--- src/rtl/multicycle_controller.sv ---
// Multicycle controller for a small ARM-style processor.
//
// A Moore FSM walks each instruction through FETCH/DECODE and then the
// memory, data-processing or branch path. Architectural write enables are
// gated by the condition check (condex), which is evaluated against the
// registered NZCV flags. Flags are only written on the edge leaving EXECR/EXECI.
//
// Ports
//   clk        rising-edge clock
//   rst        asynchronous active-low reset
//   cond       Instr[31:28] condition field
//   op         Instr[27:26] instruction class
//   funct      Instr[25:20] {I, cmd[3:0], S}
//   rd         Instr[15:12] destination register
//   aluflags   ALU {N,Z,C,V}
//   pcwrite, memwrite, regwrite, irwrite   enables
//   adrsrc, alusrca, alusrcb, resultsrc    datapath selects
//   immsrc, regsrc                         decode helpers (from op)
//   alucontrol 00 ADD, 01 SUB, 10 AND, 11 ORR
//   state      current FSM state (debug)
//   flags      registered {N,Z,C,V}
module multicycle_controller (
    input  logic       clk,
    input  logic       rst,
    input  logic [3:0] cond,
    input  logic [1:0] op,
    input  logic [5:0] funct,
    input  logic [3:0] rd,
    input  logic [3:0] aluflags,
    output logic       pcwrite,
    output logic       memwrite,
    output logic       regwrite,
    output logic       irwrite,
    output logic       adrsrc,
    output logic       alusrca,
    output logic [1:0] alusrcb,
    output logic [1:0] resultsrc,
    output logic [1:0] immsrc,
    output logic [1:0] regsrc,
    output logic [1:0] alucontrol,
    output logic [3:0] state,
    output logic [3:0] flags
);

    typedef enum logic [3:0] {
        S_FETCH  = 4'd0,
        S_DECODE = 4'd1,
        S_MEMADR = 4'd2,
        S_MEMRD  = 4'd3,
        S_MEMWB  = 4'd4,
        S_MEMWR  = 4'd5,
        S_EXECR  = 4'd6,
        S_EXECI  = 4'd7,
        S_ALUWB  = 4'd8,
        S_BRANCH = 4'd9
    } state_t;

    state_t     state_q, state_d;
    logic [3:0] flags_q, flags_d;
    // condex captured when leaving EXECx: the instruction's own flag update
    // must not change the gating of its own write-back in ALUWB.
    logic       condex_hold_q, condex_hold_d;

    logic       condex;
    logic [3:0] cmd;
    logic       cmd_cmp, cmd_known, cmd_arith, s_eff, in_exec;
    logic [1:0] alu_dec;
    logic       pcwrite_raw, memwrite_raw, regwrite_raw, irwrite_raw;

    assign cmd     = funct[4:1];
    assign cmd_cmp = (cmd == 4'b1010);
    assign s_eff   = funct[0] | cmd_cmp;
    assign in_exec = (state_q == S_EXECR) || (state_q == S_EXECI);

    // Condition check against the registered flags.
    always_comb begin
        condex = 1'b0;
        case (cond)
            4'b0000: condex = flags_q[2];
            4'b0001: condex = ~flags_q[2];
            4'b0010: condex = flags_q[1];
            4'b0011: condex = ~flags_q[1];
            4'b0100: condex = flags_q[3];
            4'b0101: condex = ~flags_q[3];
            4'b0110: condex = flags_q[0];
            4'b0111: condex = ~flags_q[0];
            4'b1000: condex = flags_q[1] & ~flags_q[2];
            4'b1001: condex = ~flags_q[1] | flags_q[2];
            4'b1010: condex = (flags_q[3] == flags_q[0]);
            4'b1011: condex = (flags_q[3] != flags_q[0]);
            4'b1100: condex = ~flags_q[2] & (flags_q[3] == flags_q[0]);
            4'b1101: condex = flags_q[2] | (flags_q[3] != flags_q[0]);
            4'b1110: condex = 1'b1;
            default: condex = 1'b0;
        endcase
    end

    // ALU command decode; unknown commands fall back to ADD without flag writes.
    always_comb begin
        alu_dec   = 2'b00;
        cmd_known = 1'b1;
        cmd_arith = 1'b0;
        case (cmd)
            4'b0100: cmd_arith = 1'b1;
            4'b0010: begin alu_dec = 2'b01; cmd_arith = 1'b1; end
            4'b1010: begin alu_dec = 2'b01; cmd_arith = 1'b1; end
            4'b0000: alu_dec = 2'b10;
            4'b1100: alu_dec = 2'b11;
            default: cmd_known = 1'b0;
        endcase
    end

    always_comb begin
        flags_d       = flags_q;
        condex_hold_d = condex_hold_q;
        if (in_exec) begin
            condex_hold_d = condex;
            if (condex && s_eff && cmd_known) begin
                flags_d[3:2] = aluflags[3:2];
                if (cmd_arith) begin
                    flags_d[1:0] = aluflags[1:0];
                end
            end
        end
    end

    always_comb begin
        state_d = S_FETCH;
        case (state_q)
            S_FETCH:  state_d = S_DECODE;
            S_DECODE: begin
                case (op)
                    2'b00:   state_d = funct[5] ? S_EXECI : S_EXECR;
                    2'b01:   state_d = S_MEMADR;
                    2'b10:   state_d = S_BRANCH;
                    default: state_d = S_FETCH;
                endcase
            end
            S_MEMADR: state_d = funct[0] ? S_MEMRD : S_MEMWR;
            S_MEMRD:  state_d = S_MEMWB;
            S_EXECR:  state_d = S_ALUWB;
            S_EXECI:  state_d = S_ALUWB;
            default:  state_d = S_FETCH;
        endcase
    end

    always_ff @(posedge clk or negedge rst) begin
        if (!rst) begin
            state_q       <= S_FETCH;
            flags_q       <= 4'b0000;
            condex_hold_q <= 1'b0;
        end else begin
            state_q       <= state_d;
            flags_q       <= flags_d;
            condex_hold_q <= condex_hold_d;
        end
    end

    // Moore outputs; anything not set for a state stays 0.
    always_comb begin
        pcwrite_raw  = 1'b0;
        memwrite_raw = 1'b0;
        regwrite_raw = 1'b0;
        irwrite_raw  = 1'b0;
        adrsrc       = 1'b0;
        alusrca      = 1'b0;
        alusrcb      = 2'b00;
        resultsrc    = 2'b00;
        alucontrol   = 2'b00;
        case (state_q)
            S_FETCH: begin
                irwrite_raw = 1'b1;
                pcwrite_raw = 1'b1;
                alusrca     = 1'b1;
                alusrcb     = 2'b10;
                resultsrc   = 2'b10;
            end
            S_DECODE: begin
                alusrca   = 1'b1;
                alusrcb   = 2'b10;
                resultsrc = 2'b10;
            end
            S_MEMADR: alusrcb = 2'b01;
            S_MEMRD:  adrsrc  = 1'b1;
            S_MEMWB: begin
                resultsrc    = 2'b01;
                regwrite_raw = condex;
                pcwrite_raw  = (rd == 4'd15) & condex;
            end
            S_MEMWR: begin
                adrsrc       = 1'b1;
                memwrite_raw = condex;
            end
            S_EXECR: alucontrol = alu_dec;
            S_EXECI: begin
                alusrcb    = 2'b01;
                alucontrol = alu_dec;
            end
            S_ALUWB: begin
                regwrite_raw = condex_hold_q & ~cmd_cmp;
                pcwrite_raw  = (rd == 4'd15) & condex_hold_q & ~cmd_cmp;
            end
            S_BRANCH: begin
                alusrcb     = 2'b01;
                resultsrc   = 2'b10;
                pcwrite_raw = condex;
            end
            default: ;
        endcase
    end

    // Reset blocks every architectural write immediately, even mid-cycle.
    assign pcwrite  = pcwrite_raw & rst;
    assign memwrite = memwrite_raw & rst;
    assign regwrite = regwrite_raw & rst;
    assign irwrite  = irwrite_raw & rst;

    assign immsrc = op;
    assign regsrc = {op == 2'b01, op == 2'b10};
    assign state  = state_q;
    assign flags  = flags_q;

endmodule

--- config.mk ---
export PLATFORM = sky130hd
export DESIGN_NAME = multicycle_controller
export DESIGN_NICKNAME = d
export VERILOG_FILES = /design/src/rtl/multicycle_controller.sv
export SDC_FILE = /design/constraint.sdc
export NUM_CORES = 1
export LEC_CHECK = 0
export BUFFER_PORTS_ARGS = -buffer_cell sky130_fd_sc_hd__clkbuf_2
export CAP_MARGIN = 10
export CORE_MARGIN = 2
export CORE_UTILIZATION = 48
export CTS_CLUSTER_DIAMETER = 150
export DETAILED_ROUTE_END_ITERATION = 10
export PLACE_DENSITY = 0.9
export SETUP_SLACK_MARGIN = 0.15
export SLEW_MARGIN = 25
export SYNTH_ARGS = -nofsm -noshare
export SYNTH_HDL_FRONTEND = slang
export SYNTH_SLANG_ARGS = --single-unit
--- constraint.sdc ---
create_clock -name clk -period 5.25 [get_ports clk]
set_input_delay 1.05 -clock clk [delete_from_list [all_inputs] [get_ports clk]]
set_output_delay 1.05 -clock clk [all_outputs]
set_load 0.005 [all_outputs]
# After elaboration in Yosys (flattened, before gate mapping)
# Index checks and enable logic that the tools add are counted.
# W data, S select, Z words.
# op_classes
eq_ne	32
mux	17
n_bitwise	18
n_reduce_logical	17
# ops
operator	count
$eq A4 B4 Y1 const B	12
$eq A4 B3 Y1 const B	9
$eq A4 B2 Y1 const B	5
$pmux W4 S5	1
$pmux W1 S15	1
$logic_not A4 Y1	3
$pmux W4 S3	1
$and A1 B1 Y1	10
$reduce_or A3 Y1	3
$eq A4 B1 Y1 const B	2
$pmux W2 S2	2
$reduce_or A2 Y1	4
$mux W1	7
$pmux W2 S3	1
$not A1 Y1	5
$reduce_or A5 Y1	1
$pmux W1 S4	1
$mux W3	1
$or A1 B1 Y1	3
$reduce_and A3 Y1	1
$eq A2 B1 Y1 const B	1
$eq A2 B2 Y1 const B	1
$logic_and A1 B1 Y1	2
$logic_not A2 Y1	1
other kinds (6)	6
# totals
ff_bits	9
input_bits	22
output_inout_bits	24
elab_cells	88

# Logic depth before layout (Yosys ltp)
# logic_depth
depth_word	6
depth_mapped	7
ltp_nobuf	6

# Worst setup path after synthesis
# Ideal clock, no wire load.
# synth_path
path_kind	input port to output port
start	input cond[0]
end	output pcwrite
arrival_time_ns	2.162
t_required_ns	4.200
setup_slack_ns	2.038
cell_stages	6
n_path_buf	1
path_cell_list	buf_4 > and4bb_1 > mux2i_1 > a311oi_2 > nor4_4 > o31ai_1
# synth_via
elab_chain_len	5
elab_cells_between_ends	19
classes_between	eq/ne (14); mux (2); bitwise (2); reduce/logical (1)
# synth_lines
item	line_no	source
start, declared	25	input logic [3:0] cond,
$eq A4 B4 Y1, or another cell as far along	78	case (cond)
$pmux W1 S15 *	78	
$and A1 B1 Y1	188	pcwrite_raw = (rd == 4'd15) & condex;
$pmux W1 S4 *	170	case (state_q)
$and A1 B1 Y1 *	213	assign pcwrite = pcwrite_raw & rst;
end, declared	30	output logic pcwrite,
# Every way passes the cells marked *; elsewhere a longest branch is shown, timed or not.

# Worst setup path after layout
# layout_path
start	input cond[2]
end	output regwrite
# layout_via
elab_chain_len	4
elab_cells_between_ends	18
classes_between	eq/ne (14); mux (2); bitwise (1); reduce/logical (1)
# layout_lines
item	line_no	source
$eq A4 B4 Y1, or another cell as far along	78	
$pmux W1 S15 *	78	
$pmux W1 S2 *	170	
$and A1 B1 Y1 *	215	assign regwrite = regwrite_raw & rst;
end, declared	32	output logic regwrite,
# Marks and branches as above.

==> impl_results.md <==
- Run status: complete, no violations
- Warnings, synthesis: 0
- Commonest cells after routing, fill and taps aside: clkbuf_2 (45), dfrtp_1 (9), nor3_1 (8), nand2_1 (8), a21oi_1 (8)
- Num CTS Buffers: 3
- Class of the worst hold path: reg -> reg
- Die span in x: 47.5 µm
- Distinct cell type count after synthesis: 40
- Area taken by flip-flops and latches: 225 µm²
- Count of antenna diodes in the layout: 0
- GR Overflow Total: 0
- Sum of negative setup slack: 0 ps
- Largest fanout on the critical path: 12
- Number of primary I/O pins: 46
- Share of layout cells above drive strength 1: 0.346
- Unrepaired setup endpoints after global routing: no
- Syn-to-layout area delta: 24.8%
- Clock latency at the later pin of the worst-skew pair: 250 ps
- Peak ir drop on the vdd network: 230 µV
- Critical setup path kind: in -> out
- Synth Register Bits: 9
- Pin count of the biggest net entering global routing: 16
- Static leakage: 0.539 nW
- Placeable core region: 1750 µm²
- Proportion of total power due to net switching: 0.456
- Routed WL: 2130 µm
- Type of destination of the critical path: primary output
- Number of buffer cells added on primary ports: 45
- Final hold violation count: 0
- Share of the cycle needed by the critical path after routing: 0.672
- First DRT Iteration DRCs: 17
- # hold bufs at CTS: 0
- Cells after Synth: 114
- Std-Cell Rows: 15
- Overall global routing resource usage: 0.200
- Post-CTS setup-driven buffer insertion count: 0
- Net switching power: 0.204 mW
- Worst hold slack across all endpoints: 488 ps
- Starting Density: 0.520
- Post-DR vias/cell: 5.62
- Number of levels the H-tree was split into: 1
- Total of max-cap violations: 0
- Most common cell after layout, fill and taps aside: clkbuf_2
- Clock Pin Slew Worst Setup and Hold Paths: 60 ps
- Length of the first detailed-routing pass in iterations: 4
- Share of power burned in the clock network: 0.113
- Sequential group share of total power: 0.356
- CP startpoint kind: input port
- DRC violation count after routing: 0
- Min cycle time layout: 3530 ps
- Routability Congestion: 0.760
- Total cell area at the placement stage: 1110 µm²
- Die outline height: 47.5 µm
- Avg Inst Size Synth: 7.96 µm²
- Post-CTS Resized: 0
- P_int: 0.244 mW
- Final nets: 176
- Remaining number of nets flagged by the antenna check after routing: 0
- Die Area: 2250 µm²
- Routed wire per std cell: 11.9 µm
- Clock sinks: 9
- Routed vias: 1001
- Logic gate share of total power: 0.531
- Vias in the first global route: 781
- Netlist area before placement: 907 µm²
- Number of inserted filler cells in the final layout: 154
- WP data arrival: 2480 ps
- Power density relative to cell area: 396 nW/µm²
- Overall power consumption: 0.449 mW
- Detailed Place HPWL: 1680 µm
- Achievable frequency: 283 MHz
- Worst Tran Pin Value: 687 ps
- Root Driver: clkbuf_4
- Multi-input logic area: 602 µm²
- Count of final max-slew check failures: 0
- Post-route cell area: 1130 µm²
- Final Core Density: 0.649
- Required arrival time at the worst endpoint: 4200 ps
- Sequential area share after synthesis: 0.248
- Number of failing setup endpoints in the final timing report: 0
- Initial antenna violation count: 0
- Syn Nets: 136
- Worst-case clock skew: 1.86 ps
- Global-route wire length before repair: 3190 µm
- Remaining max-slew budget at the tightest pin: 0.530
- Clk buf depth: 2
- CTS tree: yes
==> final timing paths <==
check | start | end | slack, ps | cells after the start
max in group asynchronous | rst | state[3] | 4360 | 1
hold reg to reg | condex_hold_q | condex_hold_q | 490 | 2
setup reg to reg | flags[3] | flags[0] | 3120 | 6
min in group asynchronous | rst | flags[1] | 670 | 1
hold / removal | condex_hold_q | condex_hold_q | 490 | 2
setup / recovery | cond[2] | regwrite | 1720 | 7
==> stage by stage <==
step	setup slack, ps	cells
floorplan	2040	114
global placement	1800	174
detailed placement	1720	174
CTS	1710	178
global route	1600	178
finish	1720	178
==> power groups by stage <==
stage	clock network (mW)	registers (mW)	logic [mW]
6_report	0.0508	0.160	0.238
5_1_grt	0.0575	0.166	0.271
4_1_cts	0.0515	0.159	0.240
3_5_place_dp	0	0.160	0.239
3_3_place_gp	0	0.157	0.232
2_1_floorplan	0	0.120	0.182
==> Yosys cell counts <==
cell type  instances  area [µm²]
a2111oi_0          2        17.5
a2111oi_2          1        15.0
a211oi_1           3        22.5
a21oi_1            8        40.0
a311oi_2           1        15.0
a31oi_1            1        6.26
and2_1             1        6.26
and3_1             1        6.26
and4bb_1           1        12.5
buf_1              2        7.51
buf_4              3        22.5
buf_6              1        11.3
clkbuf_1           3        11.3
clkbuf_2           1        5.00
dfrtp_1            9         225
inv_1              5        18.8
inv_2              1        3.75
mux2_1             4        45.0
mux2i_1            1        10.0
nand2_1            8        30.0
nand2b_1           4        25.0
nand3_1            3        15.0
nand3b_1           3        22.5
nand4b_1           2        17.5
nor2_1             7        26.3
nor2b_1            6        37.5
nor3_1             8        40.0
nor3b_1            2        15.0
nor3b_2            1        12.5
nor4_1             3        18.8
nor4_4             1        21.3
o21ai_0            4        20.0
o21ai_1            1        5.00
o22ai_1            1        6.26
o31ai_1            2        15.0
o32a_1             1        10.0
o32ai_1            1        8.76
or2_1              1        6.26
xnor2_1            2        17.5
xor2_1             4        35.0
==> state kept, by name (all words and copies together) (netlist names) <==
signal	cells
condex_hold_q	1
flags	4
state	4
==> cell type report <==
type	count	area share
well taps	25	0.0276
flip-flops and latches	9	0.199
inverters	6	0.0199
multi-input cells	89	0.531
clock buffers	4	0.0232
repair buffers	45	0.199
==> worst max-delay path: stages <==
cell	delay [ps]
clkbuf_2	170
and4bb_1	240
mux2i_1	170
a311oi_2	150
nor4_4	400
o22ai_1	160
clkbuf_2	140
==> per-layer routing <==
layer / GRT usage / wire, µm
met5: 0 / 0
met4: 0.106 / 23
met3: 0.0340 / 97
met2: 0.327 / 1060
met1: 0.252 / 948
==> kinds of logic (layout without fill, tap and decap cells) <==
group	after synthesis	count (layout)	share of synthesized area
compound gates	26	26	0.200
xor+xnor	6	6	0.0579
simple gates	52	52	0.345
flops	9	9	0.248
mux	5	5	0.0607
buf+inv	16	55	0.0883
Note: power is estimated with default switching activity, not from simulation.
